## src/rtl/not_ops.sv

```systemverilog
// ---------------------------------------------------------------------------
// not_ops
//   Logic-class ALU unit computing the bitwise NOT of a WIDTH-bit operand.
//   A combinational result (c, zero) feeds the ALU datapath mux directly,
//   and a registered copy with a valid strobe plus sign and parity flags
//   serves pipelined consumers.
//
// Ports
//   clk        in   1      clock, registers update on the rising edge
//   rst        in   1      synchronous active-high reset
//   a          in   WIDTH  operand
//   in_valid   in   1      operand is valid this cycle (registered path only)
//   c          out  WIDTH  combinational ~a
//   zero       out  1      combinational, high iff c is all zeros
//   c_q        out  WIDTH  registered ~a
//   zero_q     out  1      registered zero flag
//   neg_q      out  1      registered sign bit of the result
//   par_q      out  1      registered XOR-reduction of the result
//   out_valid  out  1      registered outputs hold a new result this cycle
// ---------------------------------------------------------------------------
module not_ops #(
  parameter int WIDTH = 20
) (
  input  logic             clk,
  input  logic             rst,
  input  logic [WIDTH-1:0] a,
  input  logic             in_valid,
  output logic [WIDTH-1:0] c,
  output logic             zero,
  output logic [WIDTH-1:0] c_q,
  output logic             zero_q,
  output logic             neg_q,
  output logic             par_q,
  output logic             out_valid
);

  // Combinational result path. It ignores clk, rst and in_valid so the ALU
  // mux always sees the current operand; unknown bits on a propagate.
  assign c    = ~a;
  assign zero = ~|c;

  logic [WIDTH-1:0] c_d;
  logic             zero_d;
  logic             neg_d;
  logic             par_d;
  logic             out_valid_d;

  // Next-state for the result registers. Without a valid operand the flags
  // and data hold their last value while the strobe drops, so a consumer
  // can still read the previous result after out_valid falls.
  always_comb begin
    c_d         = c_q;
    zero_d      = zero_q;
    neg_d       = neg_q;
    par_d       = par_q;
    out_valid_d = 1'b0;
    if (in_valid) begin
      c_d         = c;
      zero_d      = zero;
      neg_d       = c[WIDTH-1];
      par_d       = ^c;
      out_valid_d = 1'b1;
    end
  end

  // Result registers. Reset wins over in_valid, so a result that is in
  // flight when reset arrives is discarded rather than presented.
  always_ff @(posedge clk) begin
    if (rst) begin
      c_q       <= '0;
      zero_q    <= 1'b0;
      neg_q     <= 1'b0;
      par_q     <= 1'b0;
      out_valid <= 1'b0;
    end else begin
      c_q       <= c_d;
      zero_q    <= zero_d;
      neg_q     <= neg_d;
      par_q     <= par_d;
      out_valid <= out_valid_d;
    end
  end

endmodule

```

## config.mk

```make
export PLATFORM = sky130hd
export DESIGN_NAME = not_ops
export DESIGN_NICKNAME = d
export VERILOG_FILES = /design/src/rtl/not_ops.sv
export SDC_FILE = /design/constraint.sdc
export NUM_CORES = 1
export LEC_CHECK = 0
export CORE_MARGIN = 5
export CORE_UTILIZATION = 40
export CTS_BUF_LIST = sky130_fd_sc_hd__clkbuf_2 sky130_fd_sc_hd__clkbuf_4 sky130_fd_sc_hd__clkbuf_8
export DETAILED_ROUTE_END_ITERATION = 16
export DONT_BUFFER_PORTS = 1
export HOLD_SLACK_MARGIN = 0.03
export PLACE_DENSITY = 0.66
export SYNTH_ARGS = -nofsm -noshare
export SYNTH_HDL_FRONTEND = slang
export SYNTH_SLANG_ARGS = --single-unit
```

## constraint.sdc

```tcl
create_clock -name clk -period 1.86 [get_ports clk]
set_input_delay 0.279 -clock clk [delete_from_list [all_inputs] [get_ports clk]]
set_output_delay 0.279 -clock clk [all_outputs]
set_load 0.02 [all_outputs]
```

# Yosys cells after proc, flatten, opt, wreduce, memory -nomap -nowiden
# Cells that the tools add are included.
# word_totals
regBits	24
in_bits	23
out_inout_bits	45
# op_classes
n_mux	1
n_bitwise	1
n_reduce_logical	3
# op_table
operator	count
$not 20->20	1
$reduce_or 20->1	1
$reduce_xor 20->1	1
$logic_not 1->1	1
$mux 1	1

# Depth between registers and ports, before layout
# depth
word_depth	3
ltp_mapped	5
ltp_nobuf	5

# Worst setup path after synthesis
# Ideal clock, no wire load.
# synth_path
path_kind	input to register
startpoint	input a[0]
endpoint	register par_q
setup_ps	79
t_arrival_ps	1439
path_slack_ps	342
stages	5
n_path_buf	0
cell_sequence	ha_1 -> xor2_1 -> xnor3_1 -> xnor2_1 -> a211oi_2
# synth_between
elab_chain_cells	2
# synth_lines
item	line_no	rtl
from (decl)	26	input logic [WIDTH-1:0] a,
$not 20->20	39	assign c = ~a;
$reduce_xor 20->1	61	par_d = ^c;
to (signal assigned)	79	par_q <= par_d;
to (decl)	33	output logic par_q,
# No other way between the ends.
# A chain may end at the register's enable or synchronous reset.

# Worst setup path after layout
# layout_path
startpoint	input rst
endpoint	register c_q[12]
# layout_rtl
item	line_no	rtl
from (decl)	25	input logic rst,
to (signal assigned)	70	c_q <= '0;
to (signal assigned)	76	c_q <= c_d;
to (decl)	30	output logic [WIDTH-1:0] c_q,
# No word-level cell between the ends.

==> key figures <==
Setup path
  – Worst Path Class, Setup: primary input to flip-flop
  – Crit-path max FO: 23
  – CP max stage cell: dlygate4sd3_1
  – CP required: 2.02 ns
  – Max stage delay on crit path: 1.14 ns
  – Startpoint type of the worst setup path: primary input
  – Worst Setup SP: rst
  – Crit path buf inv count: 1
  – Family with the most delay on the worst path: buffers and inverters
  – R2r startpoint: c_q[19]
  – R2R Setup Slk: slightly above 0.9 ns
  – Worst path depth: 2
  – R2r endpoint: c_q[19]
  – CP Capture Point: c_q[12]
  – R2R depth: 2
  – Crit path capture type: flip-flop
  – CP cell instances: dlygate4sd3_1 > a211oi_1
  – Critical path arrival: 1.56 ns

STA
  – Clock Skew: 0 ns
  – Peak Freq: 0.718 GHz
  – Relative slew margins: 37.9%
  – RSZ-0062 raised after global routing: false
  – # setup viols final: 0
  – Minimum clock period: 1.39 ns
  – Fin Hold WS: about 0.043 ns
  – Tightest Pin Transition: 0.929 ns
  – Period utilization: 74.9%
  – Final Max Slew Viols: 0
  – Final hold vios: 0
  – Setup TNS Final: 0 ns

Power and ir drop
  – Switching power: ~0.35 mW
  – Internal power: 0.731 mW
  – Max VDD drop: 0.404 mV
  – Leakage Power: 0.574 nW
  – Sequential share of power: 55.7%
  – Sw Share: 32.4%
  – Combinational share of power: 22.3%
  – Clock share of power: 22.0%
  – PD cells: around 850 mW/mm2

Yosys
  – Syn Nets: between 150 and 200
  – Post-synthesis sequential area ratio: approximately 43%
  – Synth Area in Adders: 11.7%
  – Largest family of logic cells by synthesized area: compound AO/OA/AOI/OAI gates
  – Netlist cell types: 19
  – Xor and xnor area share after synthesis: around 8.5%
  – Synth Area in Compound Gates: 15.2%
  – Post-Syn Area: between 0.001 and 0.0015 mm2
  – Area share of and/or/nand/nor cells after synthesis: 10.3%
  – Multiplexer share of the synthesized area: less than 1%
  – Synthesis Warnings: 0
  – Yosys reg bits: 23
  – Mapped Cells: roughly 120
  – Syn avg cell area: 9.07 um2

Layout
  – Layout cells sized above 1: 5.34%
  – Final Non-Filler Cells: ~160
  – Commonest non-fill, non-tap cell in the layout: dfxtp_1
  – Ant diodes: 0
  – FF+latch area: roughly 460 um2
  – Commonest cells after routing, fill and taps aside: dfxtp_1 (23), nor2_1 (22), inv_1 (20), a211oi_1 (20), dlygate4sd3_1 (16)
  – Synth-to-layout area growth: 18.5%
  – FILL cells: 240
  – Net count, final: 165
  – Multi-input gate area: 499 um2

Hold path
  – Hold Path Class: primary input to flip-flop

GRT
  – Initial antenna violation count: 0
  – Total congestion overflow: 0
  – First-pass GRT wire length: 3660 um
  – Vias in the first global route: 790
  – Tot GR Track Use: 13.1%
  – Largest net degree at the start of global routing: 45

Drt
  – Final ANT Viol Nets: 0
  – Vias per inst: 5.27
  – Via count: 849
  – DR DRC count: 0
  – DRT iter0 DRCs: 34
  – First-pass detailed-route iteration total: 4
  – Total Wirelength: about 2800 um
  – Routed len/inst: 17.3 um

CTS
  – H-tree Lvls: 1
  – Clock Latency Late Sink: 0.31 ns
  – Clock buffer depth: 2
  – CTS tree: yes
  – Clk sinks: 23
  – TritonCTS Buffers: 3
  – Root buffer cell: clkbuf_4
  – Post-CTS setup buffers: 0
  – Reg clk slew, reported paths: 0.13 ns

Floorplan
  – Site Rows: 18
  – Ports: 68
  – Initial Util: 42.4%
  – Die Area: 0.00381 mm2
  – Die Y: 61.7 um
  – Die width: around 62 um
  – Core area: 0.00252 mm2

Place
  – GP Congestion: about 0.63
  – Dpl hpwl: 1850 um
  – DP Cell Count: 141
  – IO buf count: 0

Job
  – Max Cap Viol: 0

Run status
  – Status: complete, no violations
==> power by group through the flow <==
stage | clock network [mW] | logic (mW) | registers (mW)
after floorplan | 0 | 0.201 | 0.603
after global placement | 0 | 0.198 | 0.613
after detailed placement | 0 | 0.203 | 0.614
after CTS | 0.250 | 0.213 | 0.603
after global routing | 0.276 | 0.265 | 0.607
final | 0.238 | 0.241 | 0.602
==> cell usage after synthesis (all sizes together) <==
| cell type | count | area share, % |
|---|---|---|
| nand2 | 1 | 0.35 |
| dfxtp | 23 | 43 |
| inv | 20 | 7.0 |
| ha | 10 | 12 |
| nor3 | 1 | 0.47 |
| xor2 | 1 | 0.82 |
| mux2i | 1 | 0.94 |
| nor2 | 22 | 7.7 |
| a211oi | 21 | 15 |
| xnor3 | 1 | 2.1 |
| xnor2 | 6 | 5.6 |
| nor2b | 1 | 0.59 |
| buf | 3 | 1.5 |
| clkbuf | 5 | 1.8 |
| nand4 | 2 | 1.2 |
==> worst min path at each step <==
stage	slack, ns	startpoint	endpoint	cells after the start
after detailed placement	0.35	rst	par_q	1
final	0.04	a[9]	c_q[9]	1
after global routing	0.03	in_valid	c_q[10]	1
after global placement	0.35	rst	par_q	1
after CTS	0.03	in_valid	c_q[14]	1
after floorplan	0.35	rst	out_valid	1
==> what timing repair did <==
action,CTS,global route
hold endpoints to repair,23,14
hold buffers,1,15
resized for setup,0,0
==> per-stage QoR <==
stage	setup slack (ns)	utilization, %	total power, mW	cell area (um2)
5_1_grt	0.386	50.2	1.15	1270
6_report	0.467	50.2	1.08	1270
2_1_floorplan	0.342	-	0.805	1070
3_5_place_dp	0.284	42.8	0.817	1080
4_1_cts	0.487	44.3	1.07	1120
3_3_place_gp	0.307	42.8	0.811	1080
==> state kept, by name, summed over array words and instances, names as in the netlist <==
name       count
c_q           20
zero_q         1
par_q          1
out_valid      1
==> area by class of cell <==
type	count	area share (%)
clock inverter	1	0.395
multi-input combinational	67	39.4
inverter	20	5.92
clock buffer	3	1.78
timing repair buffer	17	13.2
tap	30	2.96
sequential	23	36.3
==> kinds of logic after synthesis <==
| group | Yosys count |
|---|---|
| compound gates | 21 |
| xor+xnor | 8 |
| fa+ha+maj | 10 |
| buf+inv | 28 |
| flops | 23 |
| mux | 1 |
| simple gates | 27 |
==> layer usage <==
metal,up-vias,track usage (%),share of wire (%)
li1,414,-,-
met1,405,15.6,41
met2,28,21.8,53
met3,2,3.31,5.0
met4,0,6.67,1.0
met5,-,0,0
No activity file was read; power rests on OpenSTA's default activity.
